==> config.mk <==
export PLATFORM = sky130hd
export DESIGN_NAME = uart_recv
export DESIGN_NICKNAME = d
export VERILOG_FILES = /design/src/rtl/uart_recv.sv
export SDC_FILE = /design/constraint.sdc
export NUM_CORES = 1
export LEC_CHECK = 0
export CORE_MARGIN = 2
export CORE_UTILIZATION = 50
export DETAILED_ROUTE_END_ITERATION = 8
export GPL_TIMING_DRIVEN = 1
export PLACE_DENSITY = 0.83
export SKIP_CTS_REPAIR_TIMING = 1
export SYNTH_ARGS = -nofsm -noshare
export SYNTH_HDL_FRONTEND = slang
export SYNTH_SLANG_ARGS = --single-unit
==> constraint.sdc <==
create_clock -name clk -period 2.05 [get_ports clk]
set_clock_uncertainty 0.15 [all_clocks]
set_input_delay 0.615 -clock clk [delete_from_list [all_inputs] [get_ports clk]]
set_output_delay 0.615 -clock clk [all_outputs]
set_load 0.02 [all_outputs]
==> src/rtl/uart_recv.sv <==
// uart_recv: 8N1 UART receiver with mid-bit sampling, LSB first.
// Good bytes strobe valid; a low stop bit strobes frame_err.
module uart_recv #(
    parameter int CLKS_PER_BIT = 10417
) (
    input  logic       clk,
    input  logic       rst_n,
    input  logic       serial_in,
    output logic [7:0] data_out,
    output logic       valid,
    output logic       frame_err,
    output logic       busy
);

    localparam int HALF  = CLKS_PER_BIT / 2;
    localparam int CNT_W = $clog2(CLKS_PER_BIT);

    localparam logic [CNT_W-1:0] HALF_LAST = CNT_W'(HALF - 1);
    localparam logic [CNT_W-1:0] BIT_LAST  = CNT_W'(CLKS_PER_BIT - 1);
    localparam logic [CNT_W-1:0] CNT_ONE   = CNT_W'(1);

    localparam logic [2:0] ST_IDLE  = 3'd0;
    localparam logic [2:0] ST_START = 3'd1;
    localparam logic [2:0] ST_DATA  = 3'd2;
    localparam logic [2:0] ST_STOP  = 3'd3;
    localparam logic [2:0] ST_BREAK = 3'd4;

    logic             rx_meta;
    logic             rx_s;
    logic [2:0]       state;
    logic [CNT_W-1:0] cnt;
    logic [2:0]       bit_idx;
    logic [7:0]       shift_reg;

    // Two-flop synchroniser; preset high so reset looks like an idle line.
    always_ff @(posedge clk or negedge rst_n) begin
        if (!rst_n) begin
            rx_meta <= 1'b1;
            rx_s    <= 1'b1;
        end else begin
            rx_meta <= serial_in;
            rx_s    <= rx_meta;
        end
    end

    // Receive FSM: start qualification, data shift, stop check, break wait.
    always_ff @(posedge clk or negedge rst_n) begin
        if (!rst_n) begin
            state     <= ST_IDLE;
            cnt       <= '0;
            bit_idx   <= 3'd0;
            shift_reg <= 8'h00;
            data_out  <= 8'h00;
            valid     <= 1'b0;
            frame_err <= 1'b0;
        end else begin
            valid     <= 1'b0;
            frame_err <= 1'b0;
            unique case (state)
                ST_IDLE: begin
                    cnt <= '0;
                    if (!rx_s) begin
                        state <= ST_START;
                    end
                end
                ST_START: begin
                    if (cnt == HALF_LAST) begin
                        cnt     <= '0;
                        bit_idx <= 3'd0;
                        state   <= rx_s ? ST_IDLE : ST_DATA;
                    end else begin
                        cnt <= cnt + CNT_ONE;
                    end
                end
                ST_DATA: begin
                    if (cnt == BIT_LAST) begin
                        cnt                <= '0;
                        shift_reg[bit_idx] <= rx_s;
                        if (bit_idx == 3'd7) begin
                            state <= ST_STOP;
                        end else begin
                            bit_idx <= bit_idx + 3'd1;
                        end
                    end else begin
                        cnt <= cnt + CNT_ONE;
                    end
                end
                ST_STOP: begin
                    if (cnt == BIT_LAST) begin
                        cnt <= '0;
                        if (rx_s) begin
                            data_out <= shift_reg;
                            valid    <= 1'b1;
                            state    <= ST_IDLE;
                        end else begin
                            frame_err <= 1'b1;
                            state     <= ST_BREAK;
                        end
                    end else begin
                        cnt <= cnt + CNT_ONE;
                    end
                end
                ST_BREAK: begin
                    cnt <= '0;
                    if (rx_s) begin
                        state <= ST_IDLE;
                    end
                end
                default: begin
                    cnt   <= '0;
                    state <= ST_IDLE;
                end
            endcase
        end
    end

    assign busy = (state != ST_IDLE);

endmodule

==> impl_metrics.yaml, run 1 <==
timing:
  setup_viol: 0
  maxSlewHeadroom_pct: 79.3
  period_needed_ns: 1.98
  fmax_mhz: 505
  tightest_slew_ns: 0.308
  fin_hold_ws_ns: 0.119
  drv_slew: 0
  fin_crit_sh_pct: 96.5
  timing_hold_violations_final: 0
  rsz0062_at_grt: "no"
  setup_tns_ns: 0
critical_path:
  crit_chain: "clkdlybuf4s50_1"
  required_ns: 1.28
  crit_path_end_kind: "output pin"
  crit_arrival_ns: 1.21
  cp_slowest_cell: "clkdlybuf4s50_1"
  rr_worst_depth: 7
  startpoint: "valid"
  cp_max_fo: 1
  slowest_delay_ns: 0.59
  r2r_slack_ns: 0.09
  crit_type: "register to output pin"
  reg2reg_from: "cnt[0]"
  cp_num_buf_inv: 1
  endpoint: "valid"
  crit_cells: 1
  reg2reg_to: "shift_reg[6]"
  startpoint_type: "register"
  critPathTopFamily: "buffers and inverters"
route:
  viasPerCell: 5.74
  met1_length_um: 1760
  vias: 1480
  drt-total-wl_um: 4000
  detail_route.wl_per_cell_um: 15.5
  maxUsedRoutingLayer: "met4"
  route.met3.wl_um: 162
  drt_pre_antenna_iters: 4
  drc: 0
  drtIter0Drc: 95
  ant_nets: 0
  wl_met2_um: 2020
floorplanning:
  core_area_um2: 3970
  dieWidth_um: 68.2
  dieArea_um2: 4650
  die_h_um: 68.2
  rows: 23
  io-pin-count: 14
  initial_core_util_pct: 51.9
grt:
  grt_pass1_vias: 1349
  antenna_found_initial: 0
  grt_overflow_total: 0
  track_usage_pct: 18.6
  grt_pass1_wl_um: 6270
  grt_max_degree: 41
status:
  status: "complete, no violations"
synthesis:
  synth.distinct_cells: 47
  yosysTopAreaCellShare_pct: 46.2
  yosysSeqAreaShare_pct: 48.7
  synth_warnings: 0
  synth_area_leaders: "dfrtp_1 46%, mux2_4 5.8%, mux2_1 4.4%, nand3_1 3.4%, nor3_1 3.2%"
  netlist_instances: 179
  synth_enable_flop_cells: 0
  synth_most_common_cell: "dfrtp_1"
  netlist_area_um2: 2060
  synthesis.nets: 186
  synth.cells.most_frequent: "38 x dfrtp_1, 14 x nand3_1, 13 x nor3_1"
  ys_ff_latch: 40
  synth.avg_cell_area_um2: 11.5
  yosys.area.top_type: "dfrtp_1"
  synth_flop_cell: "dfrtp_1"
  async_reset_ff_share_pct: 100
clock_network:
  cts.reportedPaths.clkPinSlew_ns: 0.08
  cts.path.max_buffers: 2
  clock_latency_ns: 0.30
  cts_tree: "built"
  root_buffer: "clkbuf_8"
  cts.sinks: 40
  cts_buffers: 5
  htreeDepth: 2
pwr:
  power_leakage_nw: 1.23
  p_per_area_nw_per_um2: 594
  ir_drop_uv: 325
finish:
  area_delta_synth_final_pct: 18.7
  largest_reg_flops: 14
  antenna_cells: 0
  drive_gt1_share_pct: 23.1
  multi_input_area_um2: 968
  seq_area_um2: 1000
  fillers: 329
  fin_nets: 214
run:
  cap_violations: 0
placement:
  dp_hpwl_um: 2660
  gp_congestion: 0.847
  io_buffer_count: 13
min_path:
  holdCritPathClass: "input port to asynchronous set/reset pin"
-- report_power, final --
part	switching [W]	internal (W)
clock	0.000269	0.000361
sequential	0.00000153	0.000792
combinational	0.0000195	0.00000862
-- layout by cell type, fill, tap and decap left out, types with 7 or more instances in the layout --
| cell type | n |
|---|---|
| nand2_1 | 7 |
| buf_4 | 16 |
| dfrtp_1 | 38 |
| nand4_1 | 8 |
| nor2_1 | 7 |
| nand3_1 | 14 |
| dlymetal6s2s_1 | 8 |
| nor3_1 | 13 |
| mux2_4 | 8 |
| mux2_1 | 8 |
-- how the worst min path moves through the flow --
| stage | start | end | slack [ns] | depth (start not counted) |
|---|---|---|---|---|
| final | rst_n | valid | 0.12 | 2 |
| after global routing | rst_n | data_out[1] | 0.12 | 2 |
| after CTS | rst_n | data_out[1] | 0.13 | 2 |
| after detailed placement | rx_meta | rx_s | 0.20 | 0 |
| after global placement | rx_meta | rx_s | 0.20 | 0 |
| after floorplan | rst_n | bit_idx[0] | 0.17 | 0 |
-- cell type report --
type                    instances  area share [%]
multi-input cells             124            39.6
flip-flops and latches         40            41.0
clock buffers                   6            2.97
clock inverters                 2            1.43
inverters                       6           0.921
well taps                      50            2.56
repair buffers                 30            11.5
-- kinds of logic after synthesis --
kind of cell | count (synthesis) | share of synthesized area [%]
buffers and inverters | 16 | 4.74
AND/OR/NAND/NOR | 78 | 23.9
multiplexers | 16 | 10.2
AO/OA/AOI/OAI | 14 | 5.29
flip-flops | 40 | 48.7
adder cells (fa/ha/maj) | 4 | 2.43
XOR/XNOR | 11 | 4.68
-- metrics by stage --
stage	setup WS [ns]	power (W)	cells	util, %	cell area [um^2]
6_report	0.0708	0.00145	258	61.6	2440
4_1_cts	-0.300	0.00147	257	60.9	2420
5_1_grt	0.00996	0.00150	258	61.6	2440
3_5_place_dp	0.0264	0.000838	249	58.2	2310
3_3_place_gp	0.0391	0.000837	249	58.2	2310
2_1_floorplan	0.0883	0.000812	179	-	2060
-- routing by layer --
metal,global-route usage [%],vias up
li1,-,710
met4,6.75,0
met3,4.93,7
met2,31.2,30
met1,22.9,733
met5,0,-
(Power assumes the default switching activity.)
==> run 2, diff against run 1 <==
- ABC_AREA: default -> 1
- CORE_ASPECT_RATIO: default -> 2
==> run 2 against run 1 <==
Non-clock buffer count fell by 13. Hold slack improved by 0.089 ns. Via count rose by 13%. Core utilization fell by 0.95 points. Global-route usage rose by 0.83 points. Synthesized cell count rose by 42%. Sequential power barely moved. Die area fell by 2.4%. Clock power rose by 3.3%. Critical path depth did not move. Clock-buffer cell count fell by 1. Power rose by 1.2%. Critical path type unchanged. Largest cell class unchanged.
==> impl_metrics.yaml, run 2 <==
floorplanning:
  dieArea_um2: 4540
  io-pin-count: 14
  core_area_um2: 3840
  dieWidth_um: 48.6
  die_h_um: 93.3
  initial_core_util_pct: 51.8
  rows: 32
pwr:
  power_w: 0.00147
  power_leakage_nw: 1.31
  p_per_area_nw_per_um2: 630
  ir_drop_uv: 472
timing:
  rsz0062_at_grt: "no"
  period_needed_ns: 2.01
  setup_tns_ns: 0
  fin_ws_ns: 0.0401
  maxSlewHeadroom_pct: 67.5
  fin_crit_sh_pct: 98.0
  timing_hold_violations_final: 0
  tightest_slew_ns: 0.487
  setup_viol: 0
  fin_hold_ws_ns: 0.208
  drv_slew: 0
  fmax_mhz: 498
critical_path:
  cp_num_buf_inv: 1
  cp_slowest_cell: "clkdlybuf4s50_1"
  slowest_delay_ns: 0.60
  endpoint: "data_out[7]"
  startpoint_type: "register"
  crit_chain: "clkdlybuf4s50_1"
  crit_path_end_kind: "output pin"
  rr_worst_depth: 10
  crit_type: "register to output pin"
  required_ns: 1.28
  crit_cells: 1
  cp_max_fo: 2
  crit_arrival_ns: 1.24
  critPathTopFamily: "buffers and inverters"
  reg2reg_to: "shift_reg[4]"
  r2r_slack_ns: 0.15
  startpoint: "data_out[7]"
  reg2reg_from: "cnt[0]"
synthesis:
  netlist_instances: 254
  yosysSeqAreaShare_pct: 50.4
  async_reset_ff_share_pct: 100
  netlist_area_um2: 1990
  synth_area_leaders: "dfrtp_1 48%, nand2_1 15%, nor2_1 6.6%, inv_1 6.0%, nand3_1 4.0%"
  synth_warnings: 0
  synth_most_common_cell: "nand2_1"
  synth_enable_flop_cells: 0
  synth_flop_cell: "dfrtp_1"
  synthesis.nets: 261
  synth.cells.most_frequent: "82 x nand2_1, 38 x dfrtp_1, 35 x nor2_1"
  yosysTopAreaCellShare_pct: 47.7
  yosys.area.top_type: "dfrtp_1"
  ys_ff_latch: 40
  synth.avg_cell_area_um2: 7.84
  synth.distinct_cells: 22
placement:
  gp_congestion: 0.897
  io_buffer_count: 13
  dp_slack_ns: 0.170
  dp_hpwl_um: 2850
grt:
  antenna_found_initial: 0
  grt_pass1_vias: 1634
  grt_pass1_wl_um: 6870
  grt_max_degree: 41
  track_usage_pct: 19.4
  grt_overflow_total: 0
finish:
  area_delta_synth_final_pct: 17.0
  drive_gt1_share_pct: 10.1
  antenna_cells: 0
  final_common_cell: "nand2_1"
  final_core_util_pct: 60.6
  fin_nets: 282
  most-common-layout-cells: "82 x nand2_1, 37 x dfrtp_1, 35 x nor2_1, 32 x inv_1, 15 x nand3_1"
  largest_reg_flops: 14
clock_network:
  cts_buffers: 5
  clock_latency_ns: 0.29
  cts_tree: "built"
  cts.path.max_buffers: 2
  cts.reportedPaths.clkPinSlew_ns: 0.08
  root_buffer: "clkbuf_8"
  htreeDepth: 2
  cts.sinks: 40
run:
  cap_violations: 0
route:
  vias: 1671
  drt-total-wl_um: 3890
  ant_nets: 0
  drtIter0Drc: 30
  detail_route.wl_per_cell_um: 11.9
  drc: 0
  viasPerCell: 5.11
  drt_pre_antenna_iters: 4
min_path:
  holdCritPathClass: "input port to asynchronous set/reset pin"
status:
  status: "complete, no violations"
run 2: cell types whose count changed in the layout (fill, tap and decap cells not counted), sizes merged, moves of 3 or more:
cell and change:
a211oi -3, and2 -3, and4 -5, buf -13, inv +26, mux2 -16, nand2 +77, nand4 -5
nor2 +34, nor3 -11, nor3b -5, o21ai +13
run 2: metrics by stage:
stage,cell area (um^2),std cells
detailed placement,2190,319
floorplan,1990,254
global route,2330,327
global placement,2190,319
CTS,2300,327
finish,2330,327
run 2: cell families (layout without fill, tap and decap cells):
kind of cell / Yosys count / count (layout) / synth area share [%]
buffers and inverters: 35 / 57 / 7.22
adders and majority gates: 4 / 4 / 2.51
AOI/OAI and AO/OA: 16 / 16 / 4.21
and+or+nand+nor: 150 / 150 / 31.7
xor gates and xnor gates: 9 / 9 / 3.96
DFF: 40 / 40 / 50.4
run 2: routing by layer:
metal  wire length, um  GRT usage [%]
met5                 0              0
met4               193           13.6
met3                94           2.88
met2              2060           34.1
met1              1540           21.0
run 2: final cells by class:
| class | instances | area, um^2 |
|---|---|---|
| multi-input combinational | 179 | 850 |
| inverter | 32 | 120 |
| fill | 350 | 1510 |
| sequential | 40 | 1000 |
| clock buffer | 5 | 68.8 |
| tap | 51 | 63.8 |
| clock inverter | 3 | 47.5 |
| timing repair buffer | 17 | 175 |
run 2: worst min-delay path by stage:
| stage | startpoint | to | cells after the start |
|---|---|---|---|
| 5_1_grt | rx_meta | rx_s | 0 |
| 2_1_floorplan | rst_n | bit_idx[0] | 0 |
| 6_report | rst_n | cnt[3] | 2 |
| 4_1_cts | rx_meta | rx_s | 0 |
| 3_3_place_gp | rx_meta | rx_s | 0 |
| 3_5_place_dp | rx_meta | rx_s | 0 |
run 2: report_power, final:
group	internal [W]	switching, W	leakage [nW]
Sequential	0.000792	0.00000375	0.535
Clock	0.000367	0.000285	0.0583
Combinational	0.00000422	0.0000175	0.718
==> run 3, diff against run 2 <==
- CAP_MARGIN: default -> 20
- PLACE_DENSITY: 0.83 -> 0.72
==> run 3 against run 2 <==
Global-route usage increased by 0.51 points. Die area unchanged. Power increased by 0.24%. Critical path depth unchanged. Critical path type unchanged.
==> impl_metrics.yaml, run 3 (synthesized netlist as in run 2, its figures left out) <==
timing:
  period_needed_ns: 2.00
  fmax_mhz: 501
  maxSlewHeadroom_pct: 70.2
  tightest_slew_ns: 0.447
  drv_slew: 0
  timing_hold_violations_final: 0
  rsz0062_at_grt: "no"
  setup_viol: 0
  fin_crit_sh_pct: 97.4
grt:
  grt_pass1_vias: 1665
  grt_overflow_total: 0
  grt_pass1_wl_um: 7010
  antenna_found_initial: 0
  grt_max_degree: 23
  globalRoute.busiestLayer: "met2"
  grt_util_met2_pct: 39.5
  track_usage_pct: 19.9
  met3_usage_pct: 2.40
  grt_use_met1_pct: 19.1
finish:
  final_area_um2: 2370
  final_common_cell: "nand2_1"
  most-common-layout-cells: "82 x nand2_1, 37 x dfrtp_1, 34 x nor2_1, 32 x inv_1, 15 x nand3_1"
  fin_cells: 328
  fin_nets: 283
  largest_reg_flops: 14
  final_core_util_pct: 61.6
  fillers: 373
  antenna_cells: 0
  drive_gt1_share_pct: 11.2
  area_delta_synth_final_pct: 18.8
floorplanning:
  io-pin-count: 14
  dieArea_um2: 4540
  rows: 32
  core_area_um2: 3840
  dieWidth_um: 48.6
  initial_core_util_pct: 51.8
  die_h_um: 93.3
clock_network:
  cts.path.max_buffers: 2
  htreeDepth: 2
  cts.reportedPaths.clkPinSlew_ns: 0.08
  root_buffer: "clkbuf_8"
  clock_latency_ns: 0.29
  cts_buffers: 5
  cts.sinks: 40
  cts_tree: "built"
route:
  drc: 0
  drt-total-wl_um: 3880
  drtIter0Drc: 20
  detail_route.wl_per_cell_um: 11.8
  drt_pre_antenna_iters: 4
  vias: 1593
  ant_nets: 0
  viasPerCell: 4.86
placement:
  dp_hpwl_um: 3010
  placed_area_um2: 2220
  gp_congestion: 0.882
  io_buffer_count: 13
  dp_cells: 320
critical_path:
  crit_arrival_ns: 1.23
  slowest_delay_ns: 0.60
  crit_type: "register to output pin"
  cp_num_buf_inv: 1
  cp_max_fo: 2
  required_ns: 1.28
  crit_path_end_kind: "output pin"
  cp_slowest_cell: "clkdlybuf4s50_1"
  startpoint_type: "register"
  critPathTopFamily: "buffers and inverters"
  crit_chain: "clkdlybuf4s50_1"
run:
  cap_violations: 0
min_path:
  holdCritPathClass: "input port to asynchronous set/reset pin"
pwr:
  power_leakage_nw: 1.32
  ir_drop_uv: 444
  p_per_area_nw_per_um2: 622
status:
  status: "complete, no violations"
==> run 3: metrics by stage <==
stage / TNS, ns / hold slack [ns] / worst slack (ns) / power, W
5_1_grt: 0 / 0.149 / 0.00692 / 0.00152
3_5_place_dp: 0 / 0.198 / 0.157 / 0.000837
4_1_cts: -0.161 / 0.120 / -0.161 / 0.00148
3_3_place_gp: 0 / 0.196 / 0.170 / 0.000837
6_report: 0 / 0.114 / 0.0533 / 0.00147
2_1_floorplan: 0 / 0.169 / 0.343 / 0.000813
==> run 3: routing by layer <==
metal  wire length, um  up-vias  share of wire, %
li1                  -      825                 -
met1              1500      739                39
met2              2220       19                57
met3                58       10               1.5
met4               103        0               2.7
met5                 0        -                 0
==> run 3: where the power goes <==
part           total (W)  switching (W)  internal [W]
Combinational  0.0000249      0.0000181    0.00000676
Sequential      0.000796     0.00000370      0.000792
Clock           0.000652       0.000285      0.000367
Total            0.00147       0.000307       0.00117
==> run 3: cell type report <==
| cell class | instances | area (um^2) | area share, % |
|---|---|---|---|
| clock buffer | 5 | 68.8 | 2.91 |
| inverter | 32 | 120 | 5.08 |
| timing repair buffer | 18 | 208 | 8.78 |
| multi-input combinational | 179 | 855 | 36.1 |
| tap | 51 | 63.8 | 2.70 |
| sequential | 40 | 1000 | 42.5 |
| clock inverter | 3 | 46.3 | 1.96 |
==> run 3: final timing paths <==
kind	startpoint	end	slack, ns	cells after the start
setup reg to reg	cnt[0]	shift_reg[6]	0.26	10
min in group clk	rx_meta	rx_s	0.21	0
setup / recovery	data_out[4]	data_out[4]	0.05	1
hold / removal	rst_n	data_out[0]	0.11	1
max in group asynchronous	rst_n	cnt[0]	1.17	2
hold reg to reg	rx_meta	rx_s	0.21	0
==> edit 1 (flow settings as in run 1) <==
The parameter `CLKS_PER_BIT` goes from 10417 to 20834.
--- a/src/rtl/uart_recv.sv
+++ b/src/rtl/uart_recv.sv
@@ -3,3 +3,3 @@
 module uart_recv #(
-    parameter int CLKS_PER_BIT = 10417
+    parameter int CLKS_PER_BIT = 20834
 ) (
Check against the original RTL: same outputs for any inputs over 10 cycles, from zero or initial values and one cycle with rst_n low; that may be too few to reach the edited logic, so the function may still have changed.
==> edit 1 against run 1 <==
The run now ends with negative setup slack left; hold slack got worse by 2.4 ps; routed wire length decreased by 1.8%; area after synthesis shrank 2.2%; sequential cell count increased by 1; clock power fell by 18%; total power decreased by 6.7%; worst setup slack got worse by 280 ps; final area rose by 8.0%; largest cell class is now multi-input gates.
==> edit 1: results (changes against run 1) <==
Power
  • Peak supply drop: 0.000274 V (-16%)
  • Static Leak: 0.00128 uW (+4.5%)

Cells and area
  • Nets@finish: 227 (+6.1%)
  • Number of fill cells: 290 (-12%)
  • Largest register FFs: 15 (+1)
  • Layout cells sized above 1: 32.3% (+9.2 points)
  • # diodes: 0 (unchanged)

Synthesis
  • Top post-synthesis cells by area: dfrtp_1, mux2_1, ha_1
  • Most instantiated cells after synthesis: dfrtp_1, mux2_1, nand2_1, nor2_2, nor2_1
  • Syn Area/Cell: 11.6 sq um (+0.56%)
  • Synth Net Count: 182 (-2.2%)
  • YS warnings: 0 (unchanged)
  • Post-synth cell types: 40 (-15%)
  • Post-synth ARST share: 100% (unchanged)
  • Count leader, synth: dfrtp_1
  • Seq/Total Area, Yosys: 51.1% (+2.4 points)

Placement
  • Input/output buffers: 13 (unchanged)
  • Dpl hpwl: 2.71 mm (+2.0%)
  • GP Congestion: 0.775 (-8.5%)

Global routing
  • Total Routing Usage GR: 19.0% (+0.41 points)
  • First-pass GRT wire length: 6.40 mm (+2.1%)
  • Initial antenna violation count: 0 (unchanged)
  • Largest net degree at the start of global routing: 22 (-46%)

Critical path
  • Crit-path max FO: 15 (+14)
  • CP arrival: 2290 ps (+1080 ps)
  • Critical-path top delay cell: or4_4
  • Max incr delay on CP: approximately 600 ps
  • Worst path top cell family by delay: simple AND/OR/NAND/NOR gates

Detailed routing
  • DRT iter0 DRCs: 79 (-17%)
  • Vias after detailed routing: 1485 (+0.34%)
  • DR pass1 iterations: 4 (unchanged)
  • Routed WL: 3.92 mm (-1.8%)

Clock tree
  • Clock-pin slew on the worst setup and hold paths: 80 ps (about the same)
  • Clock latency on the worst-skew pair: 290 ps
  • H-tree level count: 2 (unchanged)
  • Clk buf depth: 2 (unchanged)
  • Root buffer selected by CTS: clkbuf_8
  • Total CTS buffers: 5 (unchanged)

Timing
  • Setup ws final: -208 ps (-279 ps)
  • Slew HR: 63.8% (-15 points)
  • Setup-failing EPs final: 36 (+36)

Hold path
  • HP Class: in -> async

Status
  • Failing checks: negative setup slack
  • Status: finished, violations left
edit 1: cell types whose count changed after synthesis, moves of 5 or more:
cell     before  now
nor3_1       13    2
nor2_2        0   10
mux2_1        8   16
mux2_4        8    0
nand3_1      14    7
nor4_1        2    7
edit 1: cells by family (layout without fill, tap and decap cells):
kind of cell / after synthesis / count (layout) / synth area share, %
AO/OA/AOI/OAI: 13 / 13 / 5.10
XOR/XNOR: 11 / 11 / 4.79
adder cells (fa/ha/maj): 5 / 5 / 3.11
buffers and inverters: 12 / 58 / 2.73
flip-flops: 41 / 41 / 51.1
multiplexers: 20 / 20 / 10.9
AND/OR/NAND/NOR: 72 / 72 / 22.3
edit 1: metrics by stage:
step | cell area (sq um) | setup WS (ps) | hold WS [ps] | std cells | setup TNS (ps)
2_1_floorplan | 2010 | -229 | 169 | 174 | -4980
3_3_place_gp | 2410 | -186 | 196 | 260 | -5160
3_5_place_dp | 2410 | -236 | 197 | 260 | -5980
4_1_cts | 2500 | -287 | 127 | 268 | -6970
5_1_grt | 2640 | -286 | 142 | 270 | -8000
6_report | 2640 | -208 | 117 | 270 | -4860
edit 1: final timing paths:
kind / startpoint / endpoint / slack [ps] / depth (start not counted)
worst min-delay path: rst_n / data_out[4]$_DFFE_PN0P_ / 120 / 1
worst max register to register: cnt[9]$_DFF_PN0_ / cnt[10]$_DFF_PN0_ / -210 / 5
worst min register to register: rx_meta$_DFF_PN1_ / rx_s$_DFF_PN1_ / 210 / 0
worst max-delay path: cnt[9]$_DFF_PN0_ / cnt[10]$_DFF_PN0_ / -210 / 5
min in group clk: rx_meta$_DFF_PN1_ / rx_s$_DFF_PN1_ / 210 / 0
max in group asynchronous: rst_n / cnt[9]$_DFF_PN0_ / 1150 / 2
edit 1: routing by layer:
| layer | vias to the layer above | track usage, % | part of all wire, % |
|---|---|---|---|
| met5 | - | 0 | 0 |
| met3 | 5 | 5.17 | 3.5 |
| met1 | 739 | 23.4 | 42 |
| met4 | 0 | 7.40 | 1.2 |
| li1 | 714 | - | - |
| met2 | 27 | 31.7 | 54 |
edit 1: cell type report:
class / count / area [sq um] / share of cell area (%)
Clock buffer: 6 / 72.6 / 2.75
Clock inverter: 2 / 15.0 / 0.568
Inverter: 6 / 22.5 / 0.853
Multi-Input combinational cell: 121 / 1030 / 39.1
Sequential cell: 41 / 1030 / 38.9
Tap cell: 50 / 62.6 / 2.37
Timing Repair Buffer: 44 / 408 / 15.4
edit 1: power by group:
group / total [uW] / switching (uW) / internal, uW / leakage [uW]
Clock: 515 / 276 / 240 / 0.0000374
Sequential: 815 / 3.48 / 812 / 0.000551
Combinational: 23.4 / 16.2 / 7.24 / 0.000692
edit 1: worst reg2reg max path, delay by kind of cell (launching register included):
family	cells	cell delay, ps
flops	1	380
compound gates	1	210
buf+inv	1	170
simple gates	3	1240
==> edit 2 (config.mk and constraints of run 1) <==
Made on the original files. Add an input register stage for `serial_in`, without a reset; this delays it by one clock.
--- a/src/rtl/uart_recv.sv
+++ b/src/rtl/uart_recv.sv
@@ -27,2 +27,8 @@
 
+    logic serial_q;
+
+    always_ff @(posedge clk) begin
+        serial_q <= serial_in;
+    end
+
     logic             rx_meta;
@@ -40,3 +46,3 @@
         end else begin
-            rx_meta <= serial_in;
+            rx_meta <= serial_q;
             rx_s    <= rx_meta;
Behaviour: not the same (a bounded check fails within 4 cycles, from zero or initial values and one cycle with rst_n low).
==> edit 2 against run 1 <==
Area after synthesis increased by 0.97%; non-clock buffer count decreased by 1; clock power increased by 5.7%; sequential power increased by 2.5%; count of clock-buffer cells in the layout increased by 1; final area increased by 0.77%; routed wire length decreased by 1.5%; worst setup slack got worse by 23 ps; sequential cell count increased by 1; final cell count decreased by 0.39%; total power increased by 3.9%; global-route usage increased by 0.93 points.
==> edit 2: results (changes against run 1) <==
Synthesis
  • Most instantiated cells after synthesis: dfrtp_1, nand3_1, nor3_1
  • Post-Syn Instances: 180 (+0.56%)
  • Synth Net Count: 187 (+0.54%)
  • Top post-synthesis cells by area: dfrtp_1, mux2_4, mux2_1
  • Seq/Total Area, Yosys: 49.2% (+0.49 points)
  • YS warnings: 0 (unchanged)
  • Synth Flop Type: dfrtp_1
  • Post-synth ARST share: 97.6% (-2.4 points)
  • Post-synth cell types: 48 (+2.1%)

Clock tree
  • Clock-pin slew on the worst setup and hold paths: 80 ps (about the same)
  • Clk buf depth: 2 (unchanged)
  • Total CTS buffers: 5 (unchanged)
  • Clock latency on the worst-skew pair: 300 ps (about the same)
  • H-tree level count: 2 (unchanged)
  • Root buffer selected by CTS: clkbuf_8

Global routing
  • Vias in the first global route: 1416 (+5.0%)
  • First-pass GRT wire length: 6.59 mm (+5.1%)
  • Initial antenna violation count: 0 (unchanged)
  • Total Routing Usage GR: 19.5% (+0.93 points)
  • Largest net degree at the start of global routing: 25 (-39%)

Critical path
  • Critical-path top delay cell: dfrtp_1
  • Worst reg2reg endpoint: shift_reg[0]$_DFFE_PN0P_
  • Crit-path max FO: 12 (+11)
  • Max incr delay on CP: 380 ps (-210 ps)
  • FF-to-FF path depth: 7 (unchanged)
  • Crit Path Category: reg -> reg
  • R2R Path Start: cnt[0]$_DFF_PN0_
  • Worst path top cell family by delay: simple AND/OR/NAND/NOR gates
  • R2r setup slk: 50 ps (-40 ps)
  • CP arrival: 2030 ps (+820 ps)

Timing
  • Hold_ws: 88.8 ps (-30.5 ps)
  • Achievable clock frequency: 500 MHz (-1.1%)
  • Least-Margin Pin Slew: 429 ps (+121 ps)

Placement
  • Input/output buffers: 13 (unchanged)
  • GP Congestion: 0.855 (+0.94%)
  • Placed cell count: 249 (unchanged)
  • Dpl hpwl: 2.74 mm (+3.1%)
  • Worst slack, placed: 26.1 ps (-0.333 ps)
  • Placed Area: 2320 sq um (+0.54%)

Hold path
  • HP Class: in -> async

Job
  • Total of max-cap violations: 0 (unchanged)

Cells and area
  • Fin cells: 257 (-0.39%)
  • Layout cells sized above 1: 21.7% (-1.3 points)
  • Largest register FFs: 14 (unchanged)
  • # diodes: 0 (unchanged)
  • Number of fill cells: 317 (-3.6%)
  • Nets@finish: 213 (-0.47%)

Power
  • Static Leak: 0.00123 uW (+0.36%)
  • Peak supply drop: 0.000421 V (+29%)

Status
  • Status: finished, final reports clean

Detailed routing
  • Via/cell ratio: 5.81 (+1.3%)
  • DR pass1 iterations: 4 (unchanged)
  • DRT iter0 DRCs: 80 (-16%)
  • Routed WL: 3.94 mm (-1.5%)
==> edit 2: layout make-up <==
cell class                 instances  area (sq um)  area share (%)
inverter                           6          22.5           0.914
tap                               50          62.6            2.54
timing repair buffer              29           280            11.4
multi-input combinational        123           958            38.9
clock buffer                       7          86.3            3.50
sequential                        41          1020            41.5
clock inverter                     1          30.0            1.22
==> edit 2: per-layer routing <==
| metal | GRT usage, % | wire length (um) |
|---|---|---|
| met1 | 24.5 | 1720 |
| met3 | 4.22 | 189 |
| met4 | 10.3 | 89 |
| met5 | 2.50 | 0 |
| met2 | 31.3 | 1940 |
==> edit 2: report_power, final <==
part | internal [uW] | total (uW) | switching [uW]
clock | 397 | 666 | 269
combinational | 8.43 | 28.4 | 20.0
sequential | 813 | 814 | 1.10
total | 1220 | 1510 | 290
==> edit 2: cell families after synthesis <==
logic type	count (synthesis)	synth area share (%)
mux	16	10.1
xor+xnor	11	4.63
compound gates	14	5.23
flops	41	49.2
fa+ha+maj	4	2.41
simple gates	78	23.7
buf+inv	16	4.69
